`src/rtl/alu_pkg.sv`:
```
// Shared opcode map and flag layout for the pipelined ALU (alu_pipe).
package alu_pkg;

  localparam int unsigned NB_OPERATION = 6;
  localparam int unsigned NB_FLAGS     = 4;

  localparam logic [NB_OPERATION-1:0] OP_ADD = 6'b100000;
  localparam logic [NB_OPERATION-1:0] OP_SUB = 6'b100010;
  localparam logic [NB_OPERATION-1:0] OP_AND = 6'b100100;
  localparam logic [NB_OPERATION-1:0] OP_OR  = 6'b100101;
  localparam logic [NB_OPERATION-1:0] OP_XOR = 6'b100110;
  localparam logic [NB_OPERATION-1:0] OP_NOR = 6'b100111;
  localparam logic [NB_OPERATION-1:0] OP_SRA = 6'b000011;
  localparam logic [NB_OPERATION-1:0] OP_SRL = 6'b000010;

  // o_flags = {zero, negative, carry, overflow}
  localparam int unsigned FLAG_Z = 3;
  localparam int unsigned FLAG_N = 2;
  localparam int unsigned FLAG_C = 1;
  localparam int unsigned FLAG_V = 0;

  function automatic logic is_legal_op(input logic [NB_OPERATION-1:0] op);
    case (op)
      OP_ADD, OP_SUB, OP_AND, OP_OR, OP_XOR, OP_NOR, OP_SRA, OP_SRL: return 1'b1;
      default:                                                       return 1'b0;
    endcase
  endfunction

endpackage

```
`src/rtl/alu_pipe_stage.sv`:
```
// One valid/ready register slice; accepts when empty or when its own content
// is leaving in the same cycle, so a chain of slices runs at full throughput.
module alu_pipe_stage #(
  parameter int unsigned NB_PAYLOAD = 8
) (
  input  logic                  i_clock,
  input  logic                  i_reset,
  input  logic                  i_valid,
  output logic                  o_ready_c,
  input  logic [NB_PAYLOAD-1:0] i_data,
  output logic                  o_valid,
  input  logic                  i_ready,
  output logic [NB_PAYLOAD-1:0] o_data
);

  logic                  r_valid;
  logic [NB_PAYLOAD-1:0] r_data;

  assign o_ready_c = !r_valid || i_ready;

  always_ff @(posedge i_clock) begin
    if (i_reset) begin
      r_valid <= 1'b0;
      r_data  <= '0;
    end else if (o_ready_c) begin
      r_valid <= i_valid;
      if (i_valid) begin
        r_data <= i_data;
      end
    end
  end

  assign o_valid = r_valid;
  assign o_data  = r_data;

endmodule

```
`src/rtl/alu_pipe.sv`:
```
// Pipelined ALU with valid/ready flow control and illegal-opcode detection.
// Define ALU_FLAGS_EN to build the {zero, negative, carry, overflow} flags.
module alu_pipe #(
  parameter int unsigned NB_DATA      = 8,
  parameter int unsigned NB_OPERATION = 6,
  parameter int unsigned N_STAGES     = 2
) (
  input  logic                    i_clock,
  input  logic                    i_reset,
  input  logic                    i_valid,
  output logic                    o_ready,
  input  logic [NB_DATA-1:0]      i_data_a,
  input  logic [NB_DATA-1:0]      i_data_b,
  input  logic [NB_OPERATION-1:0] i_operation,
  output logic                    o_valid,
  input  logic                    i_ready,
  output logic [NB_DATA-1:0]      o_result,
  output logic                    o_illegal,
  output logic [3:0]              o_flags
);
  import alu_pkg::*;

  if (NB_OPERATION != alu_pkg::NB_OPERATION) begin : g_bad_nb_operation
    $error("alu_pipe: NB_OPERATION must be 6");
  end
  if (N_STAGES < 1 || N_STAGES > 4) begin : g_bad_n_stages
    $error("alu_pipe: N_STAGES must be in 1..4");
  end
  if (NB_DATA < 2) begin : g_bad_nb_data
    $error("alu_pipe: NB_DATA must be >= 2");
  end

  localparam int unsigned NB_SH  = $clog2(NB_DATA);
  localparam int unsigned MSB    = NB_DATA - 1;
`ifdef ALU_FLAGS_EN
  localparam int unsigned NB_PAYLOAD = NB_DATA + 1 + NB_FLAGS;
`else
  localparam int unsigned NB_PAYLOAD = NB_DATA + 1;
`endif

  logic [NB_SH-1:0]      w_sh;
  logic [NB_DATA-1:0]    w_result;
  logic                  w_illegal;
  logic [NB_PAYLOAD-1:0] w_payload;

  assign w_sh = i_data_b[NB_SH-1:0];

  // Combinational ALU feeding stage 1
  always_comb begin
    w_result  = '0;
    w_illegal = 1'b0;
    case (i_operation)
      OP_ADD:  w_result = i_data_a + i_data_b;
      OP_SUB:  w_result = i_data_a - i_data_b;
      OP_AND:  w_result = i_data_a & i_data_b;
      OP_OR:   w_result = i_data_a | i_data_b;
      OP_XOR:  w_result = i_data_a ^ i_data_b;
      OP_NOR:  w_result = ~(i_data_a | i_data_b);
      OP_SRA:  w_result = NB_DATA'($signed(i_data_a) >>> w_sh);
      OP_SRL:  w_result = i_data_a >> w_sh;
      default: w_illegal = 1'b1;
    endcase
  end

`ifdef ALU_FLAGS_EN
  logic [NB_FLAGS-1:0] w_flags;

  // Carry/borrow from unsigned compares against the wrapped result, so no
  // widened adder is needed beside the main one.
  always_comb begin
    w_flags         = '0;
    w_flags[FLAG_Z] = (w_result == '0);
    w_flags[FLAG_N] = w_result[MSB];
    case (i_operation)
      OP_ADD: begin
        w_flags[FLAG_C] = (w_result < i_data_a);
        w_flags[FLAG_V] = (i_data_a[MSB] == i_data_b[MSB]) && (w_result[MSB] != i_data_a[MSB]);
      end
      OP_SUB: begin
        w_flags[FLAG_C] = (i_data_a >= i_data_b);
        w_flags[FLAG_V] = (i_data_a[MSB] != i_data_b[MSB]) && (w_result[MSB] != i_data_a[MSB]);
      end
      default: ;
    endcase
  end

  assign w_payload = {w_flags, w_illegal, w_result};
`else
  assign w_payload = {w_illegal, w_result};
`endif

  // Stage chain: index g is the input side of slice g, index N_STAGES the output
  logic [N_STAGES:0]                 w_valid;
  logic [N_STAGES:0]                 w_ready;
  logic [N_STAGES:0][NB_PAYLOAD-1:0] w_data;

  assign w_valid[0]        = i_valid;
  assign w_data[0]         = w_payload;
  assign w_ready[N_STAGES] = i_ready;
  assign o_ready           = w_ready[0];

  for (genvar g = 0; g < N_STAGES; g++) begin : g_stage
    alu_pipe_stage #(
      .NB_PAYLOAD (NB_PAYLOAD)
    ) u_stage (
      .i_clock   (i_clock),
      .i_reset   (i_reset),
      .i_valid   (w_valid[g]),
      .o_ready_c (w_ready[g]),
      .i_data    (w_data[g]),
      .o_valid   (w_valid[g+1]),
      .i_ready   (w_ready[g+1]),
      .o_data    (w_data[g+1])
    );
  end

  assign o_valid   = w_valid[N_STAGES];
  assign o_result  = w_data[N_STAGES][NB_DATA-1:0];
  assign o_illegal = w_data[N_STAGES][NB_DATA];
`ifdef ALU_FLAGS_EN
  assign o_flags   = w_data[N_STAGES][NB_PAYLOAD-1:NB_DATA+1];
`else
  assign o_flags   = 4'b0000;
`endif

endmodule
```
`config.mk`:
```
export PLATFORM = sky130hd
export DESIGN_NAME = alu_pipe
export DESIGN_NICKNAME = d
export VERILOG_FILES = /design/src/rtl/alu_pkg.sv /design/src/rtl/alu_pipe_stage.sv /design/src/rtl/alu_pipe.sv
export SDC_FILE = /design/constraint.sdc
export NUM_CORES = 1
export LEC_CHECK = 0
export BUFFER_PORTS_ARGS = -buffer_cell sky130_fd_sc_hd__buf_2
export CAP_MARGIN = 5
export CORE_ASPECT_RATIO = 1.75
export CORE_MARGIN = 3
export CORE_UTILIZATION = 53
export CTS_CLUSTER_DIAMETER = 30
export DETAILED_ROUTE_END_ITERATION = 6
export PLACE_DENSITY = 0.8
export SLEW_MARGIN = 10
export SYNTH_ARGS = -nofsm -noshare
export SYNTH_HDL_FRONTEND = slang
export SYNTH_SLANG_ARGS = --single-unit
```
`constraint.sdc`:
```
create_clock -name i_clock -period 3.2 [get_ports i_clock]
set_input_delay 0.32 -clock i_clock [delete_from_list [all_inputs] [get_ports i_clock]]
set_output_delay 0.32 -clock i_clock [all_outputs]
set_load 0.01 [all_outputs]
```
; Yosys cells after proc, flatten, opt, wreduce, memory -nomap -nowiden
; Cells that the tools add are included.
[totals]
reg_bits = 20
latch_bits = 0
ram_bits = 0
rom_bits = 0
in_bits = 26
out_inout_bits = 15
elab_cells = 29
n_memories = 0
[classes]
addsub = 2
mul = 0
div_mod_pow = 0
order_cmp = 0
eq_ne = 8
shift = 2
n_mux = 2
bitwise = 4
reduce_logical = 7
[op_table]
columns = op, count
row1 = $pmux 8 s8, 1
row2 = $eq 6x6->1 const B, 6
row3 = $eq 6x2->1 const B, 2
row4 = $add 8x8->8, 1
row5 = $and 8x8->8, 1
row6 = $not 8->8, 1
row7 = $or 8x8->8, 1
row8 = $reduce_or 8->1, 1
row9 = $shr 8x3->8, 1
row10 = $sshr 8x3->8, 1
row11 = $sub 8x8->8, 1
row12 = $xor 8x8->8, 1
row13 = $reduce_and 2->1, 2
row14 = $logic_not 1->1, 2
row15 = $logic_or 1x1->1, 2
row16 = $mux 1, 1

; Depth between registers and ports, before layout
[logic_depth]
word_depth = 4
ltp_mapped = 12
mapped_depth_nobuf = 11

; Hierarchy
; From an unflattened synthesis, not the netlist that was laid out.
[hier_totals]
cells_unflattened = 278
hier_area_um2 = 2324.7
[modules_own_cells]
columns = module, instances, cells_per_inst, area_each_um2, seq_area_each_um2
row1 = alu_pipe, 1, 188, 1383.8, 0.0
row2 = alu_pipe_stage, 2, 45, 470.5, 200.2

; Least setup slack after synthesis
; OpenSTA, ideal clock, no wires.
[synth_path]
path_type = input port to flip-flop
start = input port i_data_b[0]
end = register g_stage[0].u_stage.r_data[6]
setup_time_ps = 95
arrival_ps = 2350
t_required_ps = 3105
setup_slack_ps = 755
stages = 11
n_path_buf = 1
cell_sequence = clkbuf_1 > inv_1 > ha_1 > a31oi_1 > xnor2_1 > ha_1 > nor2b_1 > o31a_1 > o22ai_1 > mux2i_1 > a221oi_1
[synth_via]
elab_chain_len = 2
word_cells_on_any_way = 5
cone_classes = 2 x add/sub / 2 x shift / 1 x mux
[synth_rtl]
columns = item, line_no
row1 = from (decl), alu_pipe.sv:13  ; input logic [NB_DATA-1:0] i_data_b,
row2 = "$sub 8x8->8, or another cell as far along", alu_pipe.sv:54  ; OP_SUB: w_result = i_data_a - i_data_b;
row3 = $pmux 8 s8 *, alu_pipe.sv:52  ; case (i_operation)
row4 = to (signal assigned), alu_pipe_stage.sv:28  ; r_data <= i_data;
row5 = to (decl), alu_pipe_stage.sv:17  ; logic [NB_PAYLOAD-1:0] r_data;
; Mark *: on every way between the ends. The rest lies on a longest branch, timed or not.
; A chain may end at the register's enable or synchronous reset.

; Worst setup path in the final report
[layout_path]
start = input port i_operation[0]
end = register g_stage[0].u_stage.r_data[7]
[layout_via]
elab_chain_len = 2
word_cells_on_any_way = 9
cone_classes = 8 x eq/ne / 1 x mux
[layout_rtl]
columns = item, line_no
row1 = from (decl), alu_pipe.sv:14  ; input logic [NB_OPERATION-1:0] i_operation,
row2 = $eq 6x2->1 / $eq 6x6->1 (equally long branches), alu_pipe.sv:52
row3 = $pmux 8 s8 *, alu_pipe.sv:52
; Marks and branches as above.

==> summary.md <==
| Metric | Value |
|---|---|
| Status | `complete, no violations` |
| Post-synth top cells | `nor2_1 (34), inv_1 (25), ha_1 (24)` |
| Fraction of layout cells with a size suffix above 1 | `~16%` |
| Placeable Area | `between 3000 and 4000 um2` |
| Yosys reg bits | `20` |
| Post-Layout Cell Count | `345` |
| Num Clock Sinks | `20` |
| Worst-Skew Late Latency | `0.25 ns` |
| Post-CTS setup buffer count | `0` |
| Wire per inst | `~15 um` |
| Final Hold Violating Endpoints | `0` |
| Vias | `between 2,000 and 2,500` |
| Vias in the first global route | `around 1,900` |
| Worst hold slack | `0.3444 ns` |
| Slew Viols, Final | `0` |
| Top cells by area, synth | `dfxtp_1 (18%), ha_1 (14%), mux2i_1 (8.3%), nor2_1 (5.9%), xnor2_1 (5.7%)` |
| Synth unique cells | `52` |
| Placed Instances | `341` |
| Total gr overflow | `0` |
| Routability cong. | `0.9753` |
| Worst EP arrival | `~2.8 ns` |
| Diode count | `0` |
| CP max stage delay | `0.43 ns` |
| CTS buffer count | `3` |
| Initial antenna violation count | `0` |
| CP Buf/Inv Count | `2` |
| Syn Area/Cell | `8.077 um2` |
| Cell area after placement | `2346 um2` |
| Largest net degree at the start of global routing | `24` |
| CP max FO | `11` |
| Final Skew | `0.001118 ns` |
| Overall die width | `around 54 um` |
| Top Family by Delay on Critical Path | `simple AND/OR/NAND/NOR gates` |
| Setup_tns | `0 ns` |
| Worst path slowest cell | `a2111o_1` |
| Setup crit start kind | `input port` |
| Final HPWL DP | `4.276 mm` |
| Nets@finish | `349` |
| Post-synth top area share | `a little under a fifth` |
| Max VDD drop | `248.8 uV` |
| Crit share post-route | `80.87%` |
| Most frequent CP cell | `nand3_1` |
| CTS Root Cell | `clkbuf_8` |
| PortBufs | `36` |
| Post-CTS Hold Fix Bufs | `0` |
| Static Leak | `1.169 nW` |
| Syn Inst Count | `268` |
| FMAX | `0.3864 GHz` |
| Die area | `4917 um2` |
| CP Capture Type | `flip-flop` |
| Fin util | `between 60% and 70%` |
| Synth area leader | `dfxtp_1` |
| Synth Flop Type | `dfxtp_1` |
| P&R area growth vs syn | `10.92%` |
| Ys async rst share | `0%` |
| Number of remaining DRC errors | `0` |
| Most common cell in the netlist | `nor2_1` |
| Critical path required time | `3.39 ns` |
| RSZ-0062 raised after global routing | `false` |
| Max-slew headroom | `64.95%` |
| First-pass GRT wire length | `~8.7 mm` |
| CTS tree | `done` |
| Number of synthesized flops with an enable pin | `0` |
| Fillers | `390` |
| Post-route cell area | `2401 um2` |
| Max Cap Viol | `0` |
| Worst-path cell chain | `buf_2 -> nor4b_2 -> nand3_1 -> nor2_1 -> a21o_1 -> inv_1 -> ha_1 -> nor2b_1 -> o211a_1 -> o221ai_1 -> a2111o_1 -> nand3_1` |
| Final wirelength | `between 5 and 6 mm` |
| Post-CTS resize count | `0` |
| Num rows | `30` |
| Worst slew pin tran | `0.5251 ns` |
| Sequential share of the synthesized area | `18.50%` |
| Reg area | `400.4 um2` |
| Detailed Route Iter0 Violations | `between 60 and 70` |
| Worst-case clock buffer depth | `2` |
| Initial Util | `between 50% and 60%` |
| Setup-failing EPs final | `0` |
| Gr usage total | `23.25%` |
| Crit Path Class | `in -> reg` |
| Drt via density | `about 6` |
| Pwr Density | `289.0 nW/um2` |
| H-tree Lvls | `1` |
| Min Tclk post-route | `2.588 ns` |
| I/O pin total | `between 40 and 50` |
| Multi-input logic area | `around 1600 um2` |
| Worst hold path type | `in -> reg` |
| Clock-pin slew on the worst setup and hold paths | `0.07 ns` |
| Post-Syn Area | `2165 um2` |
| Die Ht | `90.54 um` |
| Synthesis warning total | `0` |
| Post-route ant nets | `0` |
| Pre-antenna DRT Iters | `5` |
## flip-flops by register name, summed over array words and instances (netlist names)
signal                   cells
g_stage.u_stage.o_valid      2
g_stage.u_stage.o_data      18
## layout make-up
type | instances | share of cell area, %
Sequential cell | 20 | 16.68
Inverter | 25 | 3.908
Tap cell | 48 | 2.501
Multi-Input combinational cell | 209 | 66.18
Clock buffer | 4 | 2.293
Timing Repair Buffer | 39 | 8.442
## worst min-delay path: stages
cell     delay (ns)
buf_2          0.11
inv_1          0.06
a21oi_1        0.06
## metal layers
metal / vias to the layer above / share of wire, % / global-route usage [%]
met1: 915 / 36 / 25.82
met5: - / 0 / 0
li1: 1003 / - / -
met2: 77 / 52 / 37.50
met4: 0 / 6.7 / 17.88
met3: 33 / 5.6 / 2.810
## kinds of logic (layout without fill, tap and decap cells)
| kind of cell | Yosys count | after routing | share of synthesized area [%] |
|---|---|---|---|
| buffers and inverters | 42 | 68 | 8.613 |
| and+or+nand+nor | 79 | 79 | 17.46 |
| other | 1 | 4 | 0.1732 |
| AOI/OAI and AO/OA | 60 | 60 | 19.25 |
| adders and majority gates | 25 | 25 | 14.80 |
| muxes | 25 | 25 | 14.74 |
| xor gates and xnor gates | 16 | 16 | 6.474 |
| DFF | 20 | 20 | 18.50 |
## power by group
group          internal, mW  switching, mW  leakage (nW)  total [mW]
sequential            0.257        0.00422         0.163       0.262
combinational         0.106          0.142         0.977       0.247
clock                 0.109         0.0756        0.0288       0.185
## per-stage QoR
stage / power [mW] / setup slack [ns]
after floorplan: 0.4474 / 0.7551
after global placement: 0.5071 / 0.4634
after detailed placement: 0.5118 / 0.3709
after CTS: 0.6996 / 0.6254
after global routing: 0.7497 / 0.4161
final: 0.6938 / 0.6122
## layout by cell type (no fill, tap or decap), types with 5 or more instances in the layout
cell / count
nand3_1: 5
ha_1: 24
mux2i_1: 18
nor3_1: 6
nand2_1: 16
dfxtp_1: 20
buf_2: 36
a21oi_1: 9
inv_1: 25
nor2_1: 34
xnor2_1: 14
o21ai_0: 11
a211oi_1: 11
## final timing paths
check	from	to	slack [ns]	depth (start not counted)
setup reg to reg	g_stage[1].u_stage.o_valid$_SDFFE_PP0P_	g_stage[0].u_stage.o_data[7]$_SDFFE_PP0P_	1.60	5
hold reg to reg	g_stage[0].u_stage.o_data[2]$_SDFFE_PP0P_	g_stage[1].u_stage.o_data[2]$_SDFFE_PP0P_	0.49	2
hold / removal	i_valid	g_stage[0].u_stage.o_valid$_SDFFE_PP0N_	0.34	3
setup / recovery	i_operation[0]	g_stage[0].u_stage.o_data[7]$_SDFFE_PP0P_	0.61	12
No activity file was read; power rests on OpenSTA's default activity.
